File: src/rtl/rot_detect_pkg.sv
// Shared types and constants for the rotation-amount detector.
package rot_detect_pkg;

    localparam int ROT_N  = 16;
    localparam int ROT_AW = $clog2(ROT_N);

    localparam logic ROT_LEFT  = 1'b1;
    localparam logic ROT_RIGHT = 1'b0;

    typedef enum logic [1:0] {
        IDLE   = 2'd0,
        SEARCH = 2'd1,
        DONE   = 2'd2
    } rot_state_t;

endpackage

File: src/rtl/rotate_operation.sv
// Combinational N-bit rotate; left when direction == ROT_LEFT, amount 0 is identity.
module rotate_operation
    import rot_detect_pkg::*;
#(
    parameter int N  = ROT_N,
    parameter int AW = $clog2(N)
) (
    input  logic [N-1:0]  data_in,
    input  logic [AW-1:0] amount,
    input  logic          direction,
    output logic [N-1:0]  data_out
);

    logic [2*N-1:0] doubled;
    logic [2*N-1:0] shifted_l;
    logic [2*N-1:0] shifted_r;

    // Shifting a doubled copy yields the wrapped bits without an N-k shift term.
    always_comb begin
        doubled   = {data_in, data_in};
        shifted_l = doubled << amount;
        shifted_r = doubled >> amount;
        if (direction == ROT_LEFT)
            data_out = shifted_l[2*N-1:N];
        else
            data_out = shifted_r[N-1:0];
    end

endmodule

File: src/rtl/rotate_detect.sv
// Sequential search for the smallest rotation mapping data_ref onto data_rot.
// Optional macro ROT_DETECT_MASK_EN: full scan with a per-amount match_mask output.
module rotate_detect
    import rot_detect_pkg::*;
#(
    parameter int N  = ROT_N,
    parameter int AW = $clog2(N)
) (
    input  logic          clk,
    input  logic          rst,
    input  logic          start,
    input  logic [N-1:0]  data_ref,
    input  logic [N-1:0]  data_rot,
    input  logic          rotate_operation,
    output logic          busy,
    output logic          done,
    output logic          found,
    output logic [AW-1:0] rot_amt
`ifdef ROT_DETECT_MASK_EN
    ,
    output logic [N-1:0]  match_mask
`endif
);

    localparam logic [AW-1:0] CAND_LAST = AW'(N - 1);

    rot_state_t    state_q, state_d;
    logic [N-1:0]  ref_q;
    logic [N-1:0]  rot_q;
    logic          dir_q;
    logic [AW-1:0] cand;
    logic [N-1:0]  cand_word;
    logic          hit;

    rotate_operation #(.N(N), .AW(AW)) u_rotate (
        .data_in  (ref_q),
        .amount   (cand),
        .direction(dir_q),
        .data_out (cand_word)
    );

    assign hit = (cand_word == rot_q);

`ifdef ROT_DETECT_MASK_EN
    logic [N-1:0] mask_next;

    function automatic logic [AW-1:0] lowest_set(input logic [N-1:0] m);
        logic [AW-1:0] r;
        r = '0;
        for (int unsigned i = N; i > 0; i--) begin
            if (m[i-1])
                r = AW'(i - 1);
        end
        return r;
    endfunction

    always_comb begin
        mask_next       = match_mask;
        mask_next[cand] = match_mask[cand] | hit;
    end
`endif

    always_comb begin
        state_d = state_q;
        busy    = 1'b0;
        done    = 1'b0;
        case (state_q)
            IDLE: begin
                if (start)
                    state_d = SEARCH;
            end
            SEARCH: begin
                busy = 1'b1;
`ifdef ROT_DETECT_MASK_EN
                if (cand == CAND_LAST)
                    state_d = DONE;
`else
                if (hit || cand == CAND_LAST)
                    state_d = DONE;
`endif
            end
            DONE: begin
                busy    = 1'b1;
                done    = 1'b1;
                state_d = IDLE;
            end
            default: state_d = IDLE;
        endcase
    end

    always_ff @(posedge clk) begin
        if (rst) begin
            state_q    <= IDLE;
            ref_q      <= '0;
            rot_q      <= '0;
            dir_q      <= ROT_RIGHT;
            cand       <= '0;
            found      <= 1'b0;
            rot_amt    <= '0;
`ifdef ROT_DETECT_MASK_EN
            match_mask <= '0;
`endif
        end else begin
            state_q <= state_d;
            case (state_q)
                IDLE: begin
                    if (start) begin
                        ref_q      <= data_ref;
                        rot_q      <= data_rot;
                        dir_q      <= rotate_operation;
                        cand       <= '0;
                        found      <= 1'b0;
                        rot_amt    <= '0;
`ifdef ROT_DETECT_MASK_EN
                        match_mask <= '0;
`endif
                    end
                end
                SEARCH: begin
`ifdef ROT_DETECT_MASK_EN
                    match_mask <= mask_next;
                    if (cand == CAND_LAST) begin
                        found   <= |mask_next;
                        rot_amt <= lowest_set(mask_next);
                    end else begin
                        cand <= cand + AW'(1);
                    end
`else
                    if (hit) begin
                        found   <= 1'b1;
                        rot_amt <= cand;
                    end else if (cand == CAND_LAST) begin
                        found   <= 1'b0;
                        rot_amt <= '0;
                    end else begin
                        cand <= cand + AW'(1);
                    end
`endif
                end
                default: ;
            endcase
        end
    end

endmodule

File: config.mk
export PLATFORM = sky130hd
export DESIGN_NAME = rotate_detect
export DESIGN_NICKNAME = d
export VERILOG_FILES = /design/src/rtl/rot_detect_pkg.sv /design/src/rtl/rotate_operation.sv /design/src/rtl/rotate_detect.sv
export SDC_FILE = /design/constraint.sdc
export NUM_CORES = 1
export LEC_CHECK = 0
export BUFFER_PORTS_ARGS = -buffer_cell sky130_fd_sc_hd__buf_2
export CAP_MARGIN = 10
export CELL_PAD_IN_SITES_DETAIL_PLACEMENT = 0
export CELL_PAD_IN_SITES_GLOBAL_PLACEMENT = 1
export CORE_ASPECT_RATIO = 1.1
export CORE_UTILIZATION = 49
export DETAILED_ROUTE_END_ITERATION = 7
export GPL_ROUTABILITY_DRIVEN = 0
export PLACE_DENSITY = 0.95
export SYNTH_ARGS = -nofsm -noshare
export SYNTH_HDL_FRONTEND = slang
export SYNTH_SLANG_ARGS = --single-unit
File: constraint.sdc
create_clock -name clk -period 5.5 [get_ports clk]
set_clock_uncertainty 0.05 [all_clocks]
set_input_delay 0 -clock clk [delete_from_list [all_inputs] [get_ports clk]]
set_output_delay 0 -clock clk [all_outputs]
set_load 0.03 [all_outputs]
==> summary.txt <==
Global route
  – Initial antenna violation count: 0
  – GR peak layer: met2
  – M2 GR Usage: 41.2%
  – First-pass GRT wire length: 18.1 mm
  – Gr usage total: 27.2%
  – Grt ovf: 0
  – M1 GR Usage: between 30% and 40%
  – Number of global-route vias before repair: 3636
  – Met3 Use GR: 6.12%
  – Largest net degree at the start of global routing: 45

Routing
  – DR WL/cell: 18.0 um
  – DRC Markers: 0
  – Vias/cell: 6.29
  – Routed wire length: ~11 mm
  – Iteration-0 DRC Markers: 354
  – Via count: 3880
  – Drt pass-1 iters: 5
  – Routed Antenna Nets: 0

Timing
  – Tightest Pin Transition: 1.02 ns
  – Number of setup violations in the final report: 0
  – RSZ-0062 raised after global routing: false
  – Min Tclk post-route: 4.01 ns
  – Hold Fails Final Rpt: 0
  – Setup TNS: 0 ns
  – Fmax: roughly 250 MHz
  – Slew HR: 32.3%
  – Final Cycle Share: between 70 and 80%
  – Fin. max-slew vios: 0
  – Hold WS: ~0.022 ns

Clock network
  – Max Root-Sink Buffers: 2
  – CTS sink count: 44
  – CTS tree: yes
  – Post CTS Setup Buffer Count: 0
  – Hold Buf Count CTS: 33
  – Post-cts sizing count: 0
  – Clock-pin slew on the worst setup and hold paths: 0.09 ns
  – Number of CTS-inserted buffers: 5
  – H-tree depth: 2
  – Clock tree root driver cell: clkbuf_8
  – Clk_lat worst skew: 0.31 ns

Floorplanning
  – Core area: 0.00796 mm^2
  – Die height: 97.2 um
  – Die ar.: ~0.0086 mm^2
  – Io pins: 43
  – Die Wd: 88.6 um
  – Initial Util: about half
  – Row count: 34

Pwr
  – Switching share of power: 36.2%
  – Leak: 1.68 nW
  – Clock power share: approximately a quarter
  – Pint: between 0.0006 and 0.0007 W
  – VDD IR max: 0.134 mV
  – Seq pwr share: 38.7%
  – Power per standard cell area: 223 mW/mm^2
  – Comb pwr share: 37.1%
  – Net Sw Power: 0.000379 W

Cells and area
  – Non-Filler Instances: 617
  – Fraction of layout cells with a size suffix above 1: 24.4%
  – Final #Nets: 548
  – Post-route cell area: 0.00469 mm^2
  – Post-layout util: 59.0%
  – P&R area growth vs syn: 16.2%
  – ANT cells: 0

Run status
  – Run status: complete, no violations

Setup path
  – CP required: ~5.7 ns
  – Setup crit end kind: register
  – Critical path launch point type: register
  – CP Buf/Inv Count: 0
  – Crit path top cell by count: mux4_2
  – CP max stage cell: dfxtp_2
  – Top Family by Delay on Critical Path: multiplexers
  – Critical Path AT: 4.16 ns
  – Crit path largest cell delay: 1.00 ns
  – CP max FO: 44
  – Kind of critical path: reg2reg
  – Crit-path cells: mux4_2 > mux4_2 > mux2i_1 > xor2_1 > nand4_1 > nor4_2 > and2_1 > nor3_2 > a2111oi_4

Run
  – Max-cap violations: 0

Placed design
  – I/O Buffers: 42
  – Placed Cells: 574
  – Hpwl dp: 7.49 mm
  – Area after DPL: 0.00420 mm^2

Yosys
  – Unique masters post-synth: 56
  – EDFF count, synth: 0
  – Yosys reg bits: 44
  – Count leader, synth: nand2_1
  – Warning count from the yosys run: 0
  – Syn Area/Cell: 8.57 um^2
  – Ys flop type: dfxtp_1
  – Yosys top cell by area: dfxtp_1
  – Ys async rst share: 0%
  – Register area share after synthesis: 21.8%
  – Synth top area share: 21.8%
  – Post-Syn Instances: 471
  – Post-synthesis net count: slightly above 500
  – Most instantiated cells after synthesis: nand2_1 (86), dfxtp_1 (44), a21oi_1 (37)
  – Synth area leaders: dfxtp_1 (22%), mux4_2 (17%), nand2_1 (8.0%)
  – Mapped Area: 0.00404 mm^2

Worst hold path
  – Tightest Hold Check Type: in2reg
==> path summary, 6_finish.rpt <==
check / end / slack (ns) / start / depth (start not counted)
max: cand[2]$_SDFFE_PP0P_ / 1.49 / cand[1]$_SDFFE_PP0P_ / 9
min reg2reg: found$_SDFFE_PP0P_ / 0.41 / found$_SDFFE_PP0P_ / 1
min: state_q[1]$_SDFFE_PP0P_ / 0.02 / start / 3
max reg2reg: cand[2]$_SDFFE_PP0P_ / 1.49 / cand[1]$_SDFFE_PP0P_ / 9
==> layout make-up <==
type / instances / area, um^2
tap: 108 / 135
multi-input combinational: 367 / 2890
clock inverter: 2 / 35.0
inverter: 8 / 30.0
sequential: 44 / 883
clock buffer: 6 / 72.6
timing repair buffer: 82 / 646
fill: 690 / 3260
==> routing by layer <==
layer | vias up | routed length [um]
met5 | - | 0
met4 | 0 | 367
met3 | 46 | 1160
met2 | 237 | 5130
met1 | 1803 | 4470
li1 | 1794 | -
==> worst register-to-register path, cell delays in order (launching register included) <==
cell       delay [ns]
dfxtp_2          1.00
mux4_2           0.67
mux4_2           0.50
mux2i_1          0.18
xor2_1           0.17
nand4_1          0.13
nor4_2           0.33
and2_1           0.42
nor3_2           0.11
a2111oi_4        0.35
==> per-stage QoR <==
stage / power (W) / worst slack, ns
6_report: 0.00104 / 1.49
2_1_floorplan: 0.000666 / 2.36
5_1_grt: 0.00110 / 1.23
4_1_cts: 0.00102 / 1.55
3_5_place_dp: 0.000756 / 1.58
3_3_place_gp: 0.000748 / 1.64
==> cells in the final DEF, fill, tap and decap left out, drive strengths merged, types with 5 or more instances in the layout <==
| master | n |
|---|---|
| o211ai | 5 |
| a21oi | 37 |
| inv | 7 |
| nand3 | 12 |
| dfxtp | 44 |
| nor2b | 7 |
| nor2 | 21 |
| o22ai | 6 |
| xor2 | 7 |
| mux2i | 29 |
| clkbuf | 6 |
| dlygate4sd3 | 33 |
| buf | 49 |
| mux4 | 31 |
| a22o | 7 |
| mux2 | 26 |
| xnor2 | 8 |
| o21ai | 14 |
| nand4 | 8 |
| nand2 | 86 |
| nand2b | 13 |
==> power by group through the flow <==
| stage | sequential (W) | combinational, W | clock (W) |
|---|---|---|---|
| final | 0.000405 | 0.000388 | 0.000253 |
| after global routing | 0.000407 | 0.000425 | 0.000270 |
| after CTS | 0.000401 | 0.000367 | 0.000254 |
| after detailed placement | 0.000409 | 0.000348 | 0 |
| after global placement | 0.000406 | 0.000342 | 0 |
| after floorplan | 0.000364 | 0.000303 | 0 |
==> kinds of logic (layout without fill, tap and decap cells) <==
logic type / Yosys count / count (layout) / synth area share, %
simple gates: 167 / 167 / 19.3
buf+inv: 60 / 98 / 6.63
fa+ha+maj: 4 / 4 / 1.24
compound gates: 95 / 95 / 16.1
xor+xnor: 15 / 15 / 3.25
mux: 86 / 86 / 31.7
flops: 44 / 44 / 21.8
==> flip-flops by register name (all words and copies together), names as in the netlist <==
name,count
ref_q,16
rot_q,16
cand,4
rot_amt,4
state_q,2
dir_q,1
found,1
Note: power is estimated with default switching activity, not from simulation.
